$ cat config.mk
export PLATFORM = sky130hd
export DESIGN_NAME = uart_tx_fifo_feeder
export DESIGN_NICKNAME = d
export VERILOG_FILES = /design/src/rtl/uart_tx_fifo_feeder.sv
export SDC_FILE = /design/constraint.sdc
export NUM_CORES = 1
export LEC_CHECK = 0
export CORE_MARGIN = 5
export CORE_UTILIZATION = 52
export CTS_CLUSTER_DIAMETER = 120
export DETAILED_ROUTE_END_ITERATION = 10
export GPL_ROUTABILITY_DRIVEN = 0
export PLACE_DENSITY = 0.71
export SYNTH_ARGS = -nofsm -noshare
export SYNTH_HDL_FRONTEND = slang
export SYNTH_SLANG_ARGS = --single-unit
$ cat constraint.sdc
create_clock -name clk -period 6.4 [get_ports clk]
set_clock_uncertainty 0.15 [all_clocks]
set_input_delay 1.28 -clock clk [delete_from_list [all_inputs] [get_ports clk]]
set_output_delay 1.28 -clock clk [all_outputs]
set_load 0.02 [all_outputs]
$ cat src/rtl/uart_tx_fifo_feeder.sv
// Byte FIFO feeding a UART transmitter one byte at a time, paced by the transmitter's busy flag.
// Optional build macro UART_TX_FIFO_OVF_CNT_EN adds ovf_cnt, a saturating count of overflow pulses.
module uart_tx_fifo_feeder #(
    parameter  int DEPTH = 16,
    localparam int AW    = $clog2(DEPTH)
) (
    input  logic          clk,
    input  logic          reset,
    input  logic          push,
    input  logic [7:0]    push_data,
    output logic          full,
    output logic          empty,
    output logic [AW:0]   count,
    output logic          overflow,
    input  logic          tx_busy,
    output logic          tx_start,
    output logic [7:0]    tx_data,
    output logic          sending,
    output logic [1:0]    dbg_state
`ifdef UART_TX_FIFO_OVF_CNT_EN
    ,
    output logic [7:0]    ovf_cnt
`endif
);

    // Handshake: push is an unconditional write strobe (no backpressure; a push while full is
    // dropped and flagged). tx_start pulses only from IDLE; the next byte waits until tx_busy
    // has been seen high and then low again.
    typedef enum logic [1:0] {
        IDLE      = 2'd0,
        WAIT_BUSY = 2'd1,
        WAIT_IDLE = 2'd2
    } state_t;

    localparam logic [AW:0] CNT_FULL = (AW+1)'(DEPTH);

    logic [7:0]  mem_q [DEPTH];
    logic [AW-1:0] wr_ptr_q, wr_ptr_d;
    logic [AW-1:0] rd_ptr_q, rd_ptr_d;
    logic [AW:0]   count_q, count_d;
    logic          overflow_q, overflow_d;
    logic          tx_start_q, tx_start_d;
    logic [7:0]    tx_data_q, tx_data_d;
    state_t        state_q, state_d;
    logic          full_w, empty_w, push_ok, pop;

    always_comb begin
        full_w     = (count_q == CNT_FULL);
        empty_w    = (count_q == '0);
        push_ok    = push && !full_w;
        overflow_d = push && full_w;
        pop        = 1'b0;
        state_d    = state_q;
        tx_start_d = 1'b0;
        tx_data_d  = tx_data_q;

        case (state_q)
            IDLE: begin
                if (!empty_w) begin
                    pop        = 1'b1;
                    tx_start_d = 1'b1;
                    tx_data_d  = mem_q[rd_ptr_q];
                    state_d    = WAIT_BUSY;
                end
            end
            WAIT_BUSY: if (tx_busy)  state_d = WAIT_IDLE;
            WAIT_IDLE: if (!tx_busy) state_d = IDLE;
            default:                 state_d = IDLE;
        endcase

        wr_ptr_d = push_ok ? wr_ptr_q + AW'(1) : wr_ptr_q;
        rd_ptr_d = pop     ? rd_ptr_q + AW'(1) : rd_ptr_q;

        count_d = count_q;
        case ({push_ok, pop})
            2'b10:   count_d = count_q + (AW+1)'(1);
            2'b01:   count_d = count_q - (AW+1)'(1);
            default: count_d = count_q;
        endcase
    end

    always_ff @(posedge clk or posedge reset) begin
        if (reset) begin
            wr_ptr_q   <= '0;
            rd_ptr_q   <= '0;
            count_q    <= '0;
            overflow_q <= 1'b0;
            tx_start_q <= 1'b0;
            tx_data_q  <= 8'h00;
            state_q    <= IDLE;
        end else begin
            wr_ptr_q   <= wr_ptr_d;
            rd_ptr_q   <= rd_ptr_d;
            count_q    <= count_d;
            overflow_q <= overflow_d;
            tx_start_q <= tx_start_d;
            tx_data_q  <= tx_data_d;
            state_q    <= state_d;
        end
    end

    // Storage is deliberately left unreset; occupancy alone defines validity.
    always_ff @(posedge clk) begin
        if (push_ok) mem_q[wr_ptr_q] <= push_data;
    end

`ifdef UART_TX_FIFO_OVF_CNT_EN
    logic [7:0] ovf_cnt_q;

    always_ff @(posedge clk or posedge reset) begin
        if (reset) begin
            ovf_cnt_q <= 8'h00;
        end else if (overflow_d && (ovf_cnt_q != 8'hFF)) begin
            ovf_cnt_q <= ovf_cnt_q + 8'd1;
        end
    end

    assign ovf_cnt = ovf_cnt_q;
`endif

    assign full      = full_w;
    assign empty     = empty_w;
    assign count     = count_q;
    assign overflow  = overflow_q;
    assign tx_start  = tx_start_q;
    assign tx_data   = tx_data_q;
    assign sending   = (state_q != IDLE);
    assign dbg_state = state_q;

endmodule

==> run summary, run 1 <==
Status: completed
Reg-to-Reg End: count[4]$_DFFE_PP0P_
Clock Root Buffer: clkbuf_16
Number of antenna violations at the first check in global routing: 0
Family of cells with the greatest summed delay on the critical path: simple AND/OR/NAND/NOR gates
Final Max Tran Viols: 0
Number of buffer and inverter stages on the critical path: 1
Overall power of the completed layout: 3.26 mW
Worst stage delay on the critical path: 0.60 ns
Seq cells post-synth: 153
Global-route wire length before repair: 18000 µm
Maximum vdd drop: 0.000255 V
# rows: 40
R2R cell count: 10
Total of endpoints with negative setup slack in the final report: 0
Via count of the first global-routing pass: 3068
Slew of the pin with the lowest slew margin: 1.22 ns
Yosys top cell by area: edfxtp_1
Synthesized-area fraction occupied by adder cells: 0.0161
Combinational family with the most area after synthesis: multiplexers
Post-synthesis share of cell area spent on and, or, nand and nor gates: 0.0452
Power per standard cell area: 456 nW/µm²
Final wirelength: 11600 µm
Total global routing overflow: 0
DR DRC count: 0
Warning count from the yosys run: 0
Crit path kind: flip-flop to output port
Unrepaired setup endpoints after global routing: false
Nature of the critical path startpoint: flip-flop
Area share of the leading cell type in the synthesized netlist: 0.617
Effective utilization at floorplan: 0.525
Post-synth cell types: 39
Chip Height: 119 µm
Launching point of the worst reg2reg path: count[0]$_DFFE_PP0P_
Detailed Place HPWL: 7230 µm
Logic depth of the worst setup path including buffers: 3
Library cell contributing the largest single delay on the critical path: clkdlybuf4s50_1
Cell-by-cell trace of the critical path: nor4_4 -> and2_1 -> clkdlybuf4s50_1
Maximum number of pins on one net before global-route repair: 35
Xor and xnor fraction of the mapped netlist area: 0.0169
Endpoint arrival time on the critical path: 2.09 ns
Fraction of layout instances using a drive strength above 1: 0.103
Number of buffers inserted by port buffering: 31
Post-CTS setup repair buffer count: 0
Resized Gates After CTS: 0
Die area: 14300 µm²
Area of the placeable core: 11900 µm²
Number of design-rule violations left by the first detailed-router iteration: 210
Largest fanout on the critical path: 6
Number of hold violations in the final report: 0
GRT met1 Usage: 0.242
Met3 Use GR: 0.0451
Drt wl/cell: 22.6 µm
Mapped Area: 6230 µm²
Antenna-violating nets left: 0
Cells taking the most area after synthesis: edfxtp_1 (62%), mux4_1 (11%), dfrtp_1 (10%), mux2i_1 (2.6%), mux4_2 (2.5%)
Die outline width: 119 µm
Accumulated negative setup slack: 0 ns
Part of the cycle the worst path needs: 0.550
GR Util met2: 0.265
Source-to-sink clock delay at the later pin of the worst-skew pair: 0.42 ns
Overall fraction of global-route tracks in use: 0.175
Source of the critical timing path: count[0]$_DFFE_PP0P_
Capturing element type of the critical path: output port
H-Tree Depth: 4
Number of clock buffers inserted by TritonCTS: 17
Type of the worst min-delay path: flip-flop to flip-flop
Compound-gate portion of the synthesized area: 0.0251
CTS clk-pin slew, worst paths: 0.06 ns
Average cell area after synthesis: 19.3 µm²
Busiest layer in global routing: met2
Worst-case headroom to the max-slew limit: 0.182
Number of iterations in the first detailed-routing pass: 5
Proportion of synthesized area in mux cells: 0.158
Slack of the worst reg-to-reg path: 3.29 ns
Routed vias/inst: 5.87
Top achievable clock speed: 284 MHz
Filler instances: 874
Syn nets: 342
Area grow syn2layout: 14.6%
Part of the Yosys area used for sequential elements: 0.717
Max Root-Sink Buffers: 2
Gate count of the mapped netlist: 322
Total number of clock tree sinks: 153
Number of antenna cells inserted: 0
Max_cap viols: 0
Time the worst path needs with I/O delays and setup: 3.52 ns
Worst path required time: 4.97 ns
Worst Setup EP: empty
Via count: 3027
Num ports: 32
CTS tree: yes
Post-CTS Hold Buffers: 0
Total number of nets in the final design: 376
Leakage power summed over all cells: 2.50 nW
## where the power goes
part	leakage (nW)	internal [mW]	total [mW]	switching [mW]
sequential	1.46	1.25	1.44	0.193
clock	0.250	0.524	0.877	0.353
combinational	0.792	0.467	0.941	0.475
## cell usage in the layout (no fill, tap or decap), types with 2 or more instances in the layout
cell	Yosys	layout
clkinv_2	0	2
clkbuf_1	3	8
or2_2	2	2
nor3_1	4	4
xnor2_1	7	7
nand4_1	2	2
nand2b_1	3	3
o221ai_1	8	8
a21o_1	2	2
clkbuf_16	0	17
dfrtp_1	25	24
mux2i_1	16	16
mux4_2	7	7
edfxtp_1	128	128
inv_1	5	5
and2_1	3	3
xor2_1	5	5
clkbuf_8	0	3
ha_1	8	8
o21ai_0	3	3
nand2_1	21	21
nor2_1	13	13
nor2b_1	3	3
mux4_1	25	25
a21oi_1	2	2
clkdlybuf4s50_1	0	31
## cell families after synthesis
group	count (synthesis)
DFF	153
xor gates and xnor gates	12
and+or+nand+nor	56
muxes	49
AOI/OAI and AO/OA	21
adders and majority gates	8
buffers and inverters	23
## cell usage after synthesis
cell,n
mux2i_1,16
inv_2,1
ha_1,8
clkbuf_1,3
a22oi_1,1
nor4b_1,1
nand2b_1,3
or2_2,2
nand4_1,2
o21ai_0,3
xnor2_1,7
dfrtp_1,25
buf_4,2
a211oi_1,1
nand3b_1,1
and2_1,3
mux4_1,25
buf_6,4
o221ai_1,8
nor2b_1,3
nand2_1,21
and3b_1,1
a21o_1,2
nor3_1,4
o22ai_1,1
a31oi_1,1
buf_2,6
a21boi_2,1
o31ai_1,1
nor2_1,13
nor4_4,1
edfxtp_1,128
mux2_2,1
xor2_1,5
mux4_2,7
inv_1,5
a21oi_1,2
buf_1,2
and3_1,1
## cell type report
class	instances	area (µm²)	area share
flip-flops and latches	153	4470	0.626
multi-input cells	146	1630	0.228
clock buffers	28	497	0.0696
repair buffers	32	318	0.0445
well taps	147	184	0.0258
inverters	6	22.5	0.00315
clock inverters	4	21.3	0.00298
## layer usage
layer  vias to the layer above  share of wire
li1                       1363              -
met1                      1550           0.44
met2                       100           0.49
met3                        14          0.052
met4                         0          0.020
met5                         -              0
## worst min-delay path by stage
stage | from | end | slack (ns) | cells after the start
final | tx_data[0]$_DFFE_PP0P_ | tx_data[0]$_DFFE_PP0P_ | 0.35 | 2
after global routing | tx_data[6]$_DFFE_PP0P_ | tx_data[6]$_DFFE_PP0P_ | 0.38 | 2
after CTS | tx_data[5]$_DFFE_PP0P_ | tx_data[5]$_DFFE_PP0P_ | 0.35 | 2
after detailed placement | tx_data[4]$_DFFE_PP0P_ | tx_data[4]$_DFFE_PP0P_ | 0.34 | 2
after global placement | tx_data[4]$_DFFE_PP0P_ | tx_data[4]$_DFFE_PP0P_ | 0.32 | 2
after floorplan | rd_ptr_q[0]$_DFFE_PP0P_ | rd_ptr_q[0]$_DFFE_PP0P_ | 0.36 | 2
## worst min-delay path: cells and delay by family, from the launching register on
kind | cells | cell delay (ns)
AND/OR/NAND/NOR | 1 | 0.05
flip-flops | 1 | 0.34
AO/OA/AOI/OAI | 1 | 0.06
## state kept, by name, summed over array words and instances, names as in the netlist
signal	cells
rd_ptr_q	4
wr_ptr_q	4
overflow	1
dbg_state	2
count	5
tx_start	1
mem_q	128
tx_data	8
## stage by stage
stage | worst slack (ns) | instance area [µm²] | hold WS [ns] | utilization | cells
global placement | 2.60 | 6620 | 0.318 | 0.558 | 484
finish | 2.88 | 7140 | 0.345 | 0.602 | 516
detailed placement | 2.51 | 6620 | 0.339 | 0.558 | 484
global route | 2.76 | 7140 | 0.385 | 0.602 | 516
CTS | 2.84 | 7140 | 0.353 | 0.602 | 516
floorplan | 3.22 | 6230 | 0.356 | - | 322
Note: power is estimated with default switching activity, not from simulation.
==> inputs of run 2 (changes only) <==
- clock period: 6.4 -> 3.7 ns (I/O delays scaled with it)
==> run summary, run 2 (synthesis gave the netlist of run 1 again) <==
Reg-to-Reg End: count[4]$_DFFE_PP0P_ (unchanged)
Multi-input gate area: 1630 µm² (unchanged)
Slack of the worst reg-to-reg path: 0.63 ns (was 3.29 ns)
Chip Height: 119 µm (unchanged)
Number of clock buffers inserted by TritonCTS: 17 (unchanged)
Cell-by-cell trace of the critical path: nor4_4 -> a21o_1 -> inv_2 -> ha_1 -> xor2_1 -> ha_1 -> and3b_1 -> o21ai_0 -> a31oi_1 -> xnor2_1 (was nor4_4 -> and2_1 -> clkdlybuf4s50_1)
Part of the total power dissipated in combinational logic: 0.295 (was 0.289)
Final Max Tran Viols: 0 (unchanged)
Total of endpoints with negative setup slack in the final report: 0 (unchanged)
Effective utilization at floorplan: 0.525 (unchanged)
Total number of nets in the final design: 395 (was 376)
Unrepaired setup endpoints after global routing: false (unchanged)
Area grow syn2layout: 18.0% (was 14.6%)
Total number of clock tree sinks: 153 (unchanged)
Source-to-sink clock delay at the later pin of the worst-skew pair: 0.42 ns (about the same)
Largest fanout on the critical path: 11 (was 6)
Routed vias/inst: 5.73 (was 5.87)
Capturing element type of the critical path: flip-flop (was output port)
Worst path required time: 3.86 ns (was 4.97 ns)
Leakage power summed over all cells: 2.64 nW (was 2.50 nW)
Logic depth of the worst setup path including buffers: 10 (was 3)
Number of buffers inserted by port buffering: 31 (unchanged)
Post-CTS Hold Buffers: 0 (unchanged)
Via count of the first global-routing pass: 3197 (was 3068)
Time the worst path needs with I/O delays and setup: 3.07 ns
Number of iterations in the first detailed-routing pass: 4 (was 5)
Total global routing overflow: 0 (unchanged)
Sequential cell area: 4470 µm² (unchanged)
Sink of the worst hold path: dbg_state[0]$_DFFE_PP0P_ (was tx_data[0]$_DFFE_PP0P_)
Max Root-Sink Buffers: 2 (unchanged)
CTS tree: yes (unchanged)
Accumulated negative setup slack: 0 ns (unchanged)
Overall fraction of global-route tracks in use: 0.171 (was 0.175)
Worst stage delay on the critical path: 0.47 ns (was 0.60 ns)
Power per standard cell area: 790 nW/µm² (was 456 nW/µm²)
Number of flip-flops in the largest register: 128 (unchanged)
Num ports: 32 (unchanged)
DR DRC count: 0 (unchanged)
Relative contribution of sequential cells to total power: 0.417 (was 0.442)
Post-route design area: 7350 µm² (was 7140 µm²)
Worst-case headroom to the max-slew limit: 0.272 (was 0.182)
Final wirelength: 11600 µm (about the same)
Via count: 3065 (was 3027)
Top library cells by usage in the layout, fill and taps aside: edfxtp_1 (128), clkdlybuf4s50_1 (31), mux4_1 (25), dfrtp_1 (24) (was edfxtp_1 (128), clkdlybuf4s50_1 (31), mux4_1 (25), dfrtp_1 (24), nand2_1 (21))
H-Tree Depth: 4 (unchanged)
Final critical-path setup slack: 0.629 ns (was 2.88 ns)
Maximum number of pins on one net before global-route repair: 35 (unchanged)
Number of antenna violations at the first check in global routing: 0 (unchanged)
Die outline width: 119 µm (unchanged)
Clock Root Buffer: clkbuf_16 (unchanged)
Hold path depth: 1 (was 2)
Max_cap viols: 0 (unchanged)
Antenna-violating nets left: 0 (unchanged)
Launching point of the worst reg2reg path: count[0]$_DFFE_PP0P_ (unchanged)
Sw frac: 0.305 (was 0.313)
Crit path kind: flip-flop to flip-flop (was flip-flop to output port)
Design internal power: 4.03 mW (was 2.24 mW)
Family of cells with the greatest summed delay on the critical path: compound AO/OA/AOI/OAI gates (was simple AND/OR/NAND/NOR gates)
Status: completed (unchanged)
Maximum vdd drop: 0.000285 V (was 0.000255 V)
Most common cell after layout, fill and taps aside: edfxtp_1 (unchanged)
Top reg by flops: mem_q (unchanged)
Global-route wire length before repair: 18100 µm (was 18000 µm)
Placed Instance Area: 6770 µm² (was 6620 µm²)
Clock power share: 0.288 (was 0.269)
Number of design-rule violations left by the first detailed-router iteration: 227 (was 210)
Number of buffer and inverter stages on the critical path: 1 (unchanged)
Drt wl/cell: 21.7 µm (was 22.6 µm)
CTS clk-pin slew, worst paths: 0.06 ns (about the same)
Power dissipated by switching net loads: 1.77 mW (was 1.02 mW)
Worst Hold Launch: dbg_state[1]$_DFFE_PP0P_ (was tx_data[0]$_DFFE_PP0P_)
Number of hold violations in the final report: 0 (unchanged)
Library cell contributing the largest single delay on the critical path: dfrtp_1 (was clkdlybuf4s50_1)
Post-placement worst setup slack: 0.522 ns (was 2.51 ns)
Number of antenna cells inserted: 0 (unchanged)
Area of the placeable core: 11900 µm² (unchanged)
Slew of the pin with the lowest slew margin: 1.09 ns (was 1.22 ns)
Nature of the critical path startpoint: flip-flop (unchanged)
Part of the cycle the worst path needs: 0.830
Fraction of layout instances using a drive strength above 1: 0.155 (was 0.103)
Post-CTS setup repair buffer count: 0 (unchanged)
Filler instances: 838 (was 874)
Detailed Place HPWL: 7480 µm (was 7230 µm)
Endpoint arrival time on the critical path: 3.23 ns (was 2.09 ns)
Top achievable clock speed: 326 MHz
Resized Gates After CTS: 0 (unchanged)
# rows: 40 (unchanged)
Most frequent cell on the critical path: ha_1
Type of the worst min-delay path: flip-flop to flip-flop (unchanged)
R2R cell count: 10 (unchanged)
Die area: 14300 µm² (unchanged)
Source of the critical timing path: count[0]$_DFFE_PP0P_ (unchanged)
==> run 2: power groups by stage <==
stage                     logic (mW)  clock network, mW  registers (mW)
final                           1.71               1.67            2.42
after global routing            1.86               1.77            2.46
after CTS                       1.74               1.69            2.43
after detailed placement        1.73                  0            2.46
after global placement          1.69                  0            2.44
after floorplan                 1.23                  0            2.40
==> run 2: how the worst max path moves through the flow <==
stage / slack [ns] / to
final: 0.63 / count[4]$_DFFE_PP0P_
after global routing: 0.38 / count[4]$_DFFE_PP0P_
after CTS: 0.67 / count[4]$_DFFE_PP0P_
after detailed placement: 0.52 / count[4]$_DFFE_PP0P_
after global placement: 0.63 / count[4]$_DFFE_PP0P_
after floorplan: 1.02 / count[4]$_DFFE_PP0P_
==> run 2: worst register-to-register path: stages (launching register included) <==
cell	delay [ns]
dfrtp_1	0.47
nor4_4	0.43
a21o_1	0.43
inv_2	0.15
ha_1	0.32
xor2_1	0.18
ha_1	0.22
and3b_1	0.16
o21ai_0	0.18
a31oi_1	0.13
xnor2_1	0.14
==> run 2: area by class of cell <==
class | count | area share
Sequential cell | 153 | 0.608
Multi-Input combinational cell | 146 | 0.222
Clock buffer | 28 | 0.0764
Timing Repair Buffer | 51 | 0.0626
Tap cell | 147 | 0.0250
Clock inverter | 4 | 0.00340
Inverter | 6 | 0.00306
==> run 2: layer usage <==
metal | GRT usage | up-vias | wire [µm]
met2 | 0.292 | 78 | 6090
li1 | - | 1398 | -
met1 | 0.218 | 1576 | 4850
met4 | 0.0515 | 0 | 129
met3 | 0.0432 | 13 | 534
met5 | 0 | - | 0
==> run 2: stage by stage <==
stage / hold WS (ns) / utilization / instances / total power, mW
4_1_cts: 0.354 / 0.620 / 535 / 5.85
6_report: 0.343 / 0.620 / 535 / 5.81
5_1_grt: 0.384 / 0.620 / 535 / 6.09
2_1_floorplan: 0.356 / - / 322 / 3.63
3_5_place_dp: 0.340 / 0.570 / 503 / 4.19
3_3_place_gp: 0.339 / 0.570 / 503 / 4.13
==> inputs of run 3 (changes only) <==
- clock period: 3.7 -> 3.02 ns (I/O delays scaled with it)
==> run summary, run 3 (synthesis gave the netlist of run 1 again) <==
Status: completed (unchanged)
Detailed Place HPWL: 7130 µm (was 7480 µm)
Maximum number of pins on one net before global-route repair: 34 (was 35)
Maximum vdd drop: 0.000618 V (was 0.000285 V)
Top reg by flops: mem_q (unchanged)
Worst Setup EP: empty (was count[4]$_DFFE_PP0P_)
Number of clock buffers inserted by TritonCTS: 17 (unchanged)
Via count: 3097 (was 3065)
Number of buffers inserted by port buffering: 31 (unchanged)
Antenna-violating nets left: 0 (unchanged)
Time the worst path needs with I/O delays and setup: 2.85 ns
Slew of the pin with the lowest slew margin: 0.610 ns (was 1.09 ns)
R2R cell count: 10 (unchanged)
Final Max Tran Viols: 0 (unchanged)
Number of hold violations in the final report: 0 (unchanged)
CTS clk-pin slew, worst paths: 0.06 ns (about the same)
Total number of nets in the final design: 399 (was 395)
Source-to-sink clock delay at the later pin of the worst-skew pair: 0.41 ns (was 0.42 ns)
Type of the worst min-delay path: flip-flop to flip-flop (unchanged)
Effective utilization at floorplan: 0.525 (unchanged)
Global-route wire length before repair: 17700 µm (was 18100 µm)
Worst stage delay on the critical path: 0.60 ns (was 0.47 ns)
Via count of the first global-routing pass: 3212 (was 3197)
Number of antenna violations at the first check in global routing: 0 (unchanged)
Chip Height: 119 µm (unchanged)
Total global routing overflow: 0 (unchanged)
Launching point of the worst reg2reg path: count[0]$_DFFE_PP0P_ (unchanged)
Largest fanout on the critical path: 6 (was 11)
Die area: 14300 µm² (unchanged)
Slack of the worst reg-to-reg path: 0.32 ns (was 0.63 ns)
Total of endpoints with negative setup slack in the final report: 0 (unchanged)
Post-CTS Hold Buffers: 0 (unchanged)
Number of design-rule violations left by the first detailed-router iteration: 217 (was 227)
# rows: 40 (unchanged)
Post-CTS setup repair buffer count: 0 (unchanged)
H-Tree Depth: 4 (unchanged)
Top achievable clock speed: 351 MHz
Placed Instance Area: 6810 µm² (was 6770 µm²)
Area grow syn2layout: 19.1% (was 18.0%)
Leakage power summed over all cells: 2.68 nW (was 2.64 nW)
Part of the cycle the worst path needs: 0.944
CTS tree: yes (unchanged)
Family of cells with the greatest summed delay on the critical path: simple AND/OR/NAND/NOR gates (was compound AO/OA/AOI/OAI gates)
Max Root-Sink Buffers: 2 (unchanged)
Number of antenna cells inserted: 0 (unchanged)
Number of flip-flops in the largest register: 128 (unchanged)
Max_cap viols: 0 (unchanged)
DR DRC count: 0 (unchanged)
Power per standard cell area: 976 nW/µm² (was 790 nW/µm²)
Resized Gates After CTS: 0 (unchanged)
Drt wl/cell: 21.0 µm (was 21.7 µm)
Unrepaired setup endpoints after global routing: false (unchanged)
Number of iterations in the first detailed-routing pass: 4 (unchanged)
Hold slack: 0.346 ns (was 0.343 ns)
Num ports: 32 (unchanged)
Cell-by-cell trace of the critical path: nor4_4 -> and2_1 -> clkdlybuf4s50_1 (was nor4_4 -> a21o_1 -> inv_2 -> ha_1 -> xor2_1 -> ha_1 -> and3b_1 -> o21ai_0 -> a31oi_1 -> xnor2_1)
Top library cells by usage in the layout, fill and taps aside: edfxtp_1 (128), clkdlybuf4s50_1 (31), mux4_1 (25), dfrtp_1 (24), buf_4 (23) (was edfxtp_1 (128), clkdlybuf4s50_1 (31), mux4_1 (25), dfrtp_1 (24))
Endpoint arrival time on the critical path: 2.10 ns (was 3.23 ns)
Worst path required time: 2.27 ns (was 3.86 ns)
Crit path kind: flip-flop to output port (was flip-flop to flip-flop)
Die outline width: 119 µm (unchanged)
Final wirelength: 11300 µm (was 11600 µm)
Source of the critical timing path: count[0]$_DFFE_PP0P_ (unchanged)
Accumulated negative setup slack: 0 ns (unchanged)
Area of the placeable core: 11900 µm² (unchanged)
Worst-case headroom to the max-slew limit: 0.592 (was 0.272)
Total number of clock tree sinks: 153 (unchanged)
Post-route design area: 7420 µm² (was 7350 µm²)
Reg-to-Reg End: count[4]$_DFFE_PP0P_ (unchanged)
Logic depth of the worst setup path including buffers: 3 (was 10)
Routed vias/inst: 5.75 (was 5.73)
Library cell contributing the largest single delay on the critical path: clkdlybuf4s50_1 (was dfrtp_1)
Fraction of layout instances using a drive strength above 1: 0.171 (was 0.155)
Overall fraction of global-route tracks in use: 0.169 (was 0.171)
Number of buffer and inverter stages on the critical path: 1 (unchanged)
Nature of the critical path startpoint: flip-flop (unchanged)
Most common cell after layout, fill and taps aside: edfxtp_1 (unchanged)
Clock Root Buffer: clkbuf_16 (unchanged)
Capturing element type of the critical path: output port (was flip-flop)
-- run 3: changes by cell type in the layout (fill, tap and decap cells not counted), sizes merged --
cell / before / now
clkinv: 3 / 4
bufinv: 0 / 3
inv: 7 / 6
clkbuf: 28 / 24
clkinvlp: 0 / 1
buf: 20 / 24
-- run 3: metrics by stage --
step	utilization	cells	worst slack, ns	power, mW
finish	0.625	539	0.170	7.24
global route	0.625	539	0.0856	7.61
CTS	0.625	539	0.131	7.31
detailed placement	0.574	507	0.155	5.17
global placement	0.574	507	0.220	5.10
floorplan	-	322	0.341	4.45
-- run 3: worst min path at each step --
stage                                   startpoint                       end  slack [ns]  depth (start not counted)
after detailed placement    tx_data[6]$_DFFE_PP0P_    tx_data[6]$_DFFE_PP0P_        0.34                          2
after global routing      dbg_state[1]$_DFFE_PP0P_  dbg_state[0]$_DFFE_PP0P_        0.37                          1
after floorplan            rd_ptr_q[0]$_DFFE_PP0P_   rd_ptr_q[0]$_DFFE_PP0P_        0.36                          2
after global placement      tx_data[5]$_DFFE_PP0P_    tx_data[5]$_DFFE_PP0P_        0.32                          2
after CTS                 dbg_state[1]$_DFFE_PP0P_  dbg_state[0]$_DFFE_PP0P_        0.35                          1
final                     dbg_state[1]$_DFFE_PP0P_  dbg_state[0]$_DFFE_PP0P_        0.35                          1
-- run 3: routing by layer --
layer	track usage	wire length, µm	vias up
met3	0.0456	476	17
met4	0.0644	214	0
li1	-	-	1406
met2	0.286	5830	76
met5	0	0	-
met1	0.209	4780	1598
-- run 3: power by group --
group	internal [mW]	switching [mW]	total [mW]
Combinational	1.07	1.14	2.21
Clock	1.38	0.758	2.14
Sequential	2.64	0.248	2.89
Total	5.10	2.14	7.24
-- run 3: cell type report --
cell class | instances | area (µm²)
clock buffer | 24 | 492
tap | 147 | 184
timing repair buffer | 55 | 503
clock inverter | 8 | 118
sequential | 153 | 4470
inverter | 6 | 22.5
fill | 826 | 4440
multi-input combinational | 146 | 1630
